## src/rtl/jtframe_dip_pkg.sv

```systemverilog
// Shared definitions for the frame-aligned OSD status decoder.
// - Bit positions of the framework-owned fields in the OSD status word.
// - Pause FSM state encoding.
// - Aspect-ratio helper used by the decode stage.
package jtframe_dip_pkg;

  localparam int BIT_FLIP  = 1;
  localparam int BIT_ROT   = 2;
  localparam int BIT_SCAN  = 3;   // 3-bit field, bits 5:3
  localparam int BIT_FX    = 6;   // 2-bit field, bits 7:6
  localparam int BIT_PSG   = 8;
  localparam int BIT_FM    = 9;
  localparam int BIT_TEST  = 10;
  localparam int BIT_WIDE  = 11;
  localparam int BIT_PAUSE = 15;

  typedef enum logic [1:0] {
    RUN    = 2'd0,
    PEND   = 2'd1,
    PAUSED = 2'd2,
    STEP   = 2'd3
  } pause_st_e;

  // Returns {arx, ary}. Widescreen overrides rotation.
  function automatic logic [15:0] aspect(input logic wide, input logic tate);
    if (wide)      aspect = {8'd16, 8'd9};
    else if (tate) aspect = {8'd3,  8'd4};
    else           aspect = {8'd4,  8'd3};
  endfunction

endpackage

```

## src/rtl/jtframe_dip_filter.sv

```systemverilog
// Synchroniser and debouncer for the OSD status word.
// Ports:
//   clk, rst_n : system clock, asynchronous active-low reset
//   status     : OSD status word, asynchronous to clk
//   cand       : last synchronised value seen (commit candidate)
//   stable     : cand has held for STABLE consecutive cycles
module jtframe_dip_filter #(
  parameter int SW     = 32,
  parameter int STABLE = 1024
) (
  input  logic          clk,
  input  logic          rst_n,
  input  logic [SW-1:0] status,
  output logic [SW-1:0] cand,
  output logic          stable
);

  localparam int             CW   = $clog2(STABLE);
  localparam logic [CW-1:0]  CMAX = CW'(STABLE - 1);

  logic [SW-1:0] sync_p0;
  logic [SW-1:0] sync_p1;
  logic [CW-1:0] cnt;

  // Stage p0/p1: two-flop synchroniser
  always_ff @(posedge clk or negedge rst_n) begin
    if (!rst_n) begin
      sync_p0 <= '0;
      sync_p1 <= '0;
    end else begin
      sync_p0 <= status;
      sync_p1 <= sync_p0;
    end
  end

  // Stage p2: candidate capture and hold counter
  always_ff @(posedge clk or negedge rst_n) begin
    if (!rst_n) begin
      cand <= '0;
      cnt  <= '0;
    end else if (sync_p1 != cand) begin
      cand <= sync_p1;
      cnt  <= '0;
    end else if (cnt != CMAX) begin
      cnt  <= cnt + CW'(1);
    end
  end

  assign stable = (cnt == CMAX);

endmodule

```

## src/rtl/jtframe_dip_sync.sv

```systemverilog
// Frame-aligned OSD status decoder.
// Debounced status changes are committed only on the rising edge of vblank,
// then decoded into registered core settings. Includes a pause FSM with
// single-frame stepping.
// Ports:
//   clk, rst_n         : system clock, asynchronous active-low reset
//   status             : OSD status word (asynchronous)
//   core_mod           : bit0 = vertical game
//   game_pause         : pause request from the core
//   vblank             : vertical blank (clk domain)
//   step               : one-cycle pulse, advance one frame while paused
//   dip_bank           : committed core DIP banks
//   dip_upd            : one-cycle pulse per commit
//   dip_pause          : active low, 0 halts the core CPU
//   rotate             : {flip, tate}
//   hdmi_arx/hdmi_ary  : aspect ratio
//   scanlines, dip_fxlevel, enable_psg, enable_fm, dip_test : decoded settings
module jtframe_dip_sync
  import jtframe_dip_pkg::*;
#(
  parameter int SW     = 32,
  parameter int NB     = 2,
  parameter int DW     = 8,
  parameter int BASE   = 16,
  parameter int STABLE = 1024,
  parameter int VERT   = 0
) (
  input  logic               clk,
  input  logic               rst_n,
  input  logic [SW-1:0]      status,
  input  logic [6:0]         core_mod,
  input  logic               game_pause,
  input  logic               vblank,
  input  logic               step,
  output logic [NB*DW-1:0]   dip_bank,
  output logic               dip_upd,
  output logic               dip_pause,
  output logic [1:0]         rotate,
  output logic [7:0]         hdmi_arx,
  output logic [7:0]         hdmi_ary,
  output logic [2:0]         scanlines,
  output logic [1:0]         dip_fxlevel,
  output logic               enable_psg,
  output logic               enable_fm,
  output logic               dip_test
);

  localparam logic VERT_EN = (VERT != 0);

  logic [SW-1:0] cand;
  logic          stable;
  logic [SW-1:0] com;
  logic          vblank_q;
  logic          vb_rise;
  logic          flip_q;
  logic          rot_q;
  logic          wide_q;
  logic          tate;
  logic          req;
  pause_st_e     st;
  pause_st_e     st_nx;

  jtframe_dip_filter #(
    .SW     (SW),
    .STABLE (STABLE)
  ) u_filter (
    .clk    (clk),
    .rst_n  (rst_n),
    .status (status),
    .cand   (cand),
    .stable (stable)
  );

  assign vb_rise = vblank & ~vblank_q;

  // Commit stage: only a candidate that is already stable at the vblank
  // edge is taken, so a change arriving on that same edge waits a frame.
  always_ff @(posedge clk or negedge rst_n) begin
    if (!rst_n) begin
      vblank_q <= 1'b0;
      com      <= '0;
      dip_upd  <= 1'b0;
    end else begin
      vblank_q <= vblank;
      dip_upd  <= 1'b0;
      if (vb_rise && stable && (cand != com)) begin
        com     <= cand;
        dip_upd <= 1'b1;
      end
    end
  end

  // Decode stage: settings follow com one cycle later
  always_ff @(posedge clk or negedge rst_n) begin
    if (!rst_n) begin
      dip_bank    <= '0;
      scanlines   <= 3'd0;
      dip_fxlevel <= 2'b10;
      enable_psg  <= 1'b1;
      enable_fm   <= 1'b1;
      dip_test    <= 1'b1;
      flip_q      <= 1'b0;
      rot_q       <= 1'b0;
      wide_q      <= 1'b0;
    end else begin
      dip_bank    <= com[BASE +: NB*DW];
      scanlines   <= com[BIT_SCAN +: 3];
      dip_fxlevel <= 2'b10 ^ com[BIT_FX +: 2];
      enable_psg  <= ~com[BIT_PSG];
      enable_fm   <= ~com[BIT_FM];
      dip_test    <= ~com[BIT_TEST];
      flip_q      <= com[BIT_FLIP];
      rot_q       <= com[BIT_ROT];
      wide_q      <= com[BIT_WIDE];
    end
  end

  // core_mod is a static core property, so tate is formed from the
  // registered rotation bit rather than registered itself; this also
  // gives the correct reset value without loading an input under reset.
  assign tate                 = VERT_EN & core_mod[0] & ~rot_q;
  assign rotate               = {flip_q, tate};
  assign {hdmi_arx, hdmi_ary} = aspect(wide_q, tate);

  assign req = com[BIT_PAUSE] | game_pause;

  always_ff @(posedge clk or negedge rst_n) begin
    if (!rst_n) st <= RUN;
    else        st <= st_nx;
  end

  // Releasing the pause always waits for the next frame boundary, and a
  // release request takes priority over a step request.
  always_comb begin
    st_nx     = st;
    dip_pause = (st != PAUSED);
    case (st)
      RUN:    if (req) st_nx = PEND;
      PEND:   if (!req) st_nx = RUN;
              else if (vb_rise) st_nx = PAUSED;
      PAUSED: if (!req) begin
                if (vb_rise) st_nx = RUN;
              end else if (step) begin
                st_nx = STEP;
              end
      STEP:   if (vb_rise) st_nx = req ? PAUSED : RUN;
      default: st_nx = RUN;
    endcase
  end

  logic unused_bits;
  assign unused_bits = ^{core_mod[6:1], com};

endmodule

```

## config.mk

```make
export PLATFORM = sky130hd
export DESIGN_NAME = jtframe_dip_sync
export DESIGN_NICKNAME = d
export VERILOG_FILES = /design/src/rtl/jtframe_dip_pkg.sv /design/src/rtl/jtframe_dip_filter.sv /design/src/rtl/jtframe_dip_sync.sv
export SDC_FILE = /design/constraint.sdc
export NUM_CORES = 1
export LEC_CHECK = 0
export ABC_AREA = 1
export CAP_MARGIN = 30
export CORE_MARGIN = 2
export CORE_UTILIZATION = 54
export DETAILED_ROUTE_END_ITERATION = 12
export GPL_TIMING_DRIVEN = 0
export PLACE_DENSITY = 0.79
export SETUP_SLACK_MARGIN = 0.02
export SYNTH_ARGS = -nofsm -noshare
export SYNTH_HDL_FRONTEND = slang
export SYNTH_SLANG_ARGS = --single-unit
export TNS_END_PERCENT = 10
```

## constraint.sdc

```tcl
create_clock -name clk -period 1.8 [get_ports clk]
set_input_delay 0.54 -clock clk [delete_from_list [all_inputs] [get_ports clk]]
set_output_delay 0.54 -clock clk [all_outputs]
set_load 0.02 [all_outputs]
```

==> results.yml, run 1 <==
timing:
  fin_tns_setup_ns: 0
  finalCritPeriodShare_pct: 95.8
  rsz0062_at_grt: "false"
  clock_skew_ns: 0.0100
  slew_viol_final: 0
  hold_violations: 0
  max_slew_margin_pct: 48.9
  setup_viol: 0
  tightest_slew_ns: 0.766
  setup_slack_ns: 0.0754
  holdWs_ns: 0.142
  fmax_ghz: 0.580
  finalCriticalPeriod_ns: 1.72
setup_path:
  crit_chain: "clkdlybuf4s15_2"
  cpPeakStageDelay_ns: 0.52
  end_kind: "output pin"
  cp-start-kind: "flip-flop"
  crit_start: "dip_fxlevel[1]"
  reg2reg_from: "u_filter.cand[24]"
  crit_slowest_cell: "dfstp_2"
  crit_buf_inv: 1
  reg2reg_slack_ns: 0.11
  worstPathMaxFanout: 1
  cp.arrival_ns: 1.18
  required_ns: 1.26
  crit_family: "flip-flops"
  crit_type: "flip-flop to output pin"
hold_path:
  hold_path_class: "primary input to async pin"
routing:
  drt-met1-wl_mm: 4.48
  via_per_inst: 4.79
  wl_met3_um: 477
  vias: 4017
  detail-route-antenna-nets: 0
  wl_per_cell_um: 13.2
  drt-initial-drc-count: 192
  top_layer_used: "met4"
  drt_wl_total_mm: 11.1
  dr.pass1.iters: 4
  drc_errors: 0
  wl_met2_mm: 5.80
clocking:
  cts.sinks: 168
  cts_made_buffers: 17
  cts_root_buffer: "clkbuf_16"
  cts_tree: "yes"
  clk_latency_ns: 0.42
  cts_hold_buffers: 0
  path_clk_slew_ns: 0.06
  clk_path_buf_depth: 2
  htreeDepth: 4
outcome:
  status: "finished, final reports clean"
synth:
  synth_cell_types: 27
  synth_top_area_share_pct: 65.5
  synth_edf_count: 0
  netlist_area_um2: 6260
  seq_area_frac_synth_pct: 67.2
  synthTopCellsByArea: "dfrtp_1 (66%), nand2_1 (8.9%), xnor2_1 (7.0%), nand3_1 (3.3%), inv_1 (2.4%)"
  synth_seq_cells: 168
  ys_async_sr_fraction_pct: 100
  yosys_most_used_dff: "dfrtp_1"
  synth_warnings: 0
  yosysTopAreaCell: "dfrtp_1"
  postSynthAreaPerCell_um2: 10.9
  synthCells: 577
cells_and_area:
  synthToLayoutAreaGrowth_pct: 25.4
  nFillCells: 771
  drive_gt1_share_pct: 14.8
  final_nets: 727
  final_cell_mix: "dfrtp_1 (162), nand2_1 (145), xnor2_1 (50)"
  stdcell_area_um2: 7860
  antenna_cells: 0
  layout_commonest_cell: "dfrtp_1"
  final_util_pct: 69.1
  fin_cells: 838
grt:
  grt_overflow: 0
  antenna_found_initial: 0
  grt_pass1_vias: 4173
  grtUsageTotal_pct: 19.3
  grt_max_degree: 86
  grt_pass1_wl_mm: 18.7
power:
  power_density_nw_per_um2: 1040
  power_mw: 8.15
  peakVddDrop_uv: 746
  p_leak_nw: 3.80
floorplan:
  start_util_pct: 55.1
  chipHeight_um: 112
  core-area_um2: 11400
  num_rows: 39
  io_pins: 88
  die_w_um: 112
  die-area_um2: 12500
place:
  postPlaceCellArea_um2: 7180
  gp_congestion: 0.799
  dp_hpwl_mm: 7.22
  dp_slack_ns: -0.330
  dp_cells: 799
  port_buffers: 67
flow_run:
  maxCapViolCount: 0
==> logic make-up after synthesis <==
family / synth area share [%]
AND/OR/NAND/NOR: 16.2
flip-flops: 67.2
buffers and inverters: 7.85
XOR/XNOR: 7.27
AO/OA/AOI/OAI: 1.14
other: 0.120
adder cells (fa/ha/maj): 0.200
==> registers in the layout, indices dropped and copies added (netlist names), 2 cells and up <==
register / flops
u_filter.cnt: 10
st: 2
dip_bank: 16
dip_fxlevel: 2
scanlines: 3
u_filter.cand: 32
com: 32
u_filter.sync_p0: 32
u_filter.sync_p1: 32
==> routing by layer <==
metal  vias up  GRT usage, %
li1       1930             -
met1      1956          22.4
met2        99          33.0
met3        32          5.33
met4         0          9.55
met5         -             0
==> final cells by class <==
cell class	count	area (um^2)	share of cell area (%)
sequential	168	4210	53.6
multi-input combinational	318	1650	21.0
timing repair buffer	75	708	9.02
clock buffer	21	460	5.86
buffer	59	340	4.33
tap	143	179	2.28
inverter	43	161	2.05
clock inverter	11	146	1.86
==> power breakdown <==
group	switching (mW)	internal, mW	total (mW)
combinational	0.255	0.229	0.484
sequential	0.104	3.91	4.01
clock	1.39	2.25	3.65
==> Yosys cell counts (2+ instances only) <==
master and number:
clkbuf_1 36, xnor2_1 50, o21ai_0 4, dfstp_2 4, xor2_1 2, nor3_4 2
nor3_1 4, nand3_1 41, buf_6 6, conb_1 2, inv_1 40, or2_2 4
inv_2 3, nand4_1 2, nand2_1 148, buf_4 17, dfrtp_1 164, a21oi_1 6
nor2_1 34
==> path summary, 6_finish.rpt <==
kind / end / depth (start not counted)
max: dip_fxlevel[1] / 1
min in group clk: u_filter.sync_p1[28] / 0
min: scanlines[2] / 1
min reg2reg: u_filter.sync_p1[28] / 0
max reg2reg: u_filter.cnt[7] / 7
max in group asynchronous: dip_fxlevel[1] / 2
==> repair_timing <==
item	CTS	global route
pin swaps	3	6
endpoints found under the setup margin	65	45
gates resized for setup	55	19
setup buffers	1	6
Note: power is estimated with default switching activity, not from simulation.
==> inputs of run 2 (changes only) <==
Settings changed: CORE_UTILIZATION 54 to 58, PLACE_DENSITY 0.79 to 0.84, TNS_END_PERCENT 10 to 50.
Clock period 1.8 ns to 2.2 ns, I/O delays scaled along.
==> results.yml, run 2 (synthesized netlist as in run 1, its figures left out) <==
outcome:
  status: "finished, final reports clean"
setup_path:
  crit_slowest_cell: "clkdlybuf4s50_1"
  cpPeakStageDelay_ns: 0.61
  cp_num_cells: 1
  crit_buf_inv: 1
  r2r_cells: 9
  end_kind: "output pin"
  reg2reg_from: "u_filter.cnt[0]"
  cp.arrival_ns: 1.49
  crit_chain: "clkdlybuf4s50_1"
  crit_family: "buffers and inverters"
  crit_type: "flip-flop to output pin"
  r2r_end: "com[7]"
  reg2reg_slack_ns: 0.20
  worstPathMaxFanout: 1
  required_ns: 1.54
  cp-start-kind: "flip-flop"
  crit_start: "dip_bank[4]"
clocking:
  htreeDepth: 4
  path_clk_slew_ns: 0.06
  clk_path_buf_depth: 2
  cts_setup_buffers: 0
  clk_latency_ns: 0.53
  cts_made_buffers: 17
  cts_root_buffer: "clkbuf_8"
  cts.sinks: 168
  cts_hold_buffers: 0
  cts_tree: "yes"
place:
  gp_congestion: 0.761
  port_buffers: 67
  dp_hpwl_mm: 7.23
  postPlaceCellArea_um2: 7180
  dp_cells: 792
timing:
  hold_violations: 0
  slew_viol_final: 0
  fmax_ghz: 0.465
  rsz0062_at_grt: "true"
  finalCriticalPeriod_ns: 2.15
  max_slew_margin_pct: 55.1
  setup_viol: 0
  finalCritPeriodShare_pct: 97.7
  clock_skew_ns: 0.00780
  tightest_slew_ns: 0.674
floorplan:
  chipHeight_um: 108
  io_pins: 88
  num_rows: 37
  die_w_um: 108
  die-area_um2: 11600
  core-area_um2: 10400
  start_util_pct: 60.1
flow_run:
  maxCapViolCount: 0
cells_and_area:
  stdcell_area_um2: 7750
  nFillCells: 695
  synthToLayoutAreaGrowth_pct: 23.8
  layout_commonest_cell: "dfrtp_1"
  drive_gt1_share_pct: 10.9
  final_cell_mix: "dfrtp_1 (164), nand2_1 (148), clkdlybuf4s50_1 (52)"
  antenna_cells: 0
  fin_cells: 824
  final_nets: 720
grt:
  grt_max_degree: 94
  grt_pass1_wl_mm: 18.7
  grt_pass1_vias: 4142
  grtUsageTotal_pct: 21.3
  grt_overflow: 0
  antenna_found_initial: 0
routing:
  drt-initial-drc-count: 237
  via_per_inst: 4.87
  drt_wl_total_mm: 10.9
  drc_errors: 0
  dr.pass1.iters: 4
  vias: 4015
  wl_per_cell_um: 13.3
  detail-route-antenna-nets: 0
power:
  switchingPower_mw: 1.43
  peakVddDrop_uv: 653
  p_clk_share_pct: 44.4
  power_frac_seq_pct: 49.7
  p_leak_nw: 3.66
  combPwrFrac_pct: 5.9
  power_density_nw_per_um2: 850
  switching_share_pct: 21.7
  internal-power_mw: 5.17
hold_path:
  hold_path_class: "primary input to async pin"
[run 2: cell type report]
class | instances | area, um^2 | share of cell area (%)
sequential | 168 | 4210 | 54.3
multi-input combinational | 318 | 1610 | 20.7
timing repair buffer | 68 | 683 | 8.81
clock buffer | 20 | 445 | 5.74
buffer | 59 | 330 | 4.26
tap | 136 | 170 | 2.19
inverter | 43 | 161 | 2.08
clock inverter | 12 | 150 | 1.94
[run 2: worst max path at each step]
stage | endpoint | slack, ns
after detailed placement | com[25] | -0.07
after CTS | dip_bank[12] | 0.02
final | dip_bank[4] | 0.05
after global routing | dip_bank[5] | 0.02
after floorplan | com[22] | 0.55
after global placement | u_filter.sync_p0[18] | -5.83
[run 2: power by group through the flow]
stage | Sequential [mW] | Combinational (mW) | Clock [mW]
after floorplan | 3.31 | 0.219 | 0
after global placement | 3.32 | 0.365 | 0
after CTS | 3.28 | 0.394 | 2.97
final | 3.28 | 0.389 | 2.93
after global routing | 3.29 | 0.439 | 3.12
after detailed placement | 3.33 | 0.393 | 0
[run 2: per-stage QoR]
stage	hold slack [ns]	power [mW]	setup WS (ns)	setup TNS [ns]	util, %
final	0.151	6.60	0.0514	0	74.5
after global placement	0.331	3.69	-5.83	-970.24	68.6
after floorplan	0.331	3.53	0.551	0	-
after CTS	0.156	6.64	0.0204	0	74.4
after global routing	0.194	6.84	0.0151	0	74.5
after detailed placement	0.335	3.72	-0.0727	-1.14	68.9
[run 2: routing by layer]
layer | share of wire, % | track usage [%]
met3 | 4.1 | 5.67
met4 | 2.3 | 9.52
met5 | 0 | 0
met1 | 40 | 24.4
met2 | 54 | 37.5
[run 2: timing repair]
action,in CTS,in global routing
hold endpoints to repair,0,0
resized for setup,13,2
pin swaps,0,0
endpoints found under the setup margin,13,4
==> inputs of run 3 (changes only) <==
Settings changed: CTS_CLUSTER_SIZE set to 8.
==> results of run 3 <==
The final DEF is identical to that of run 2; final timing and power are the same.
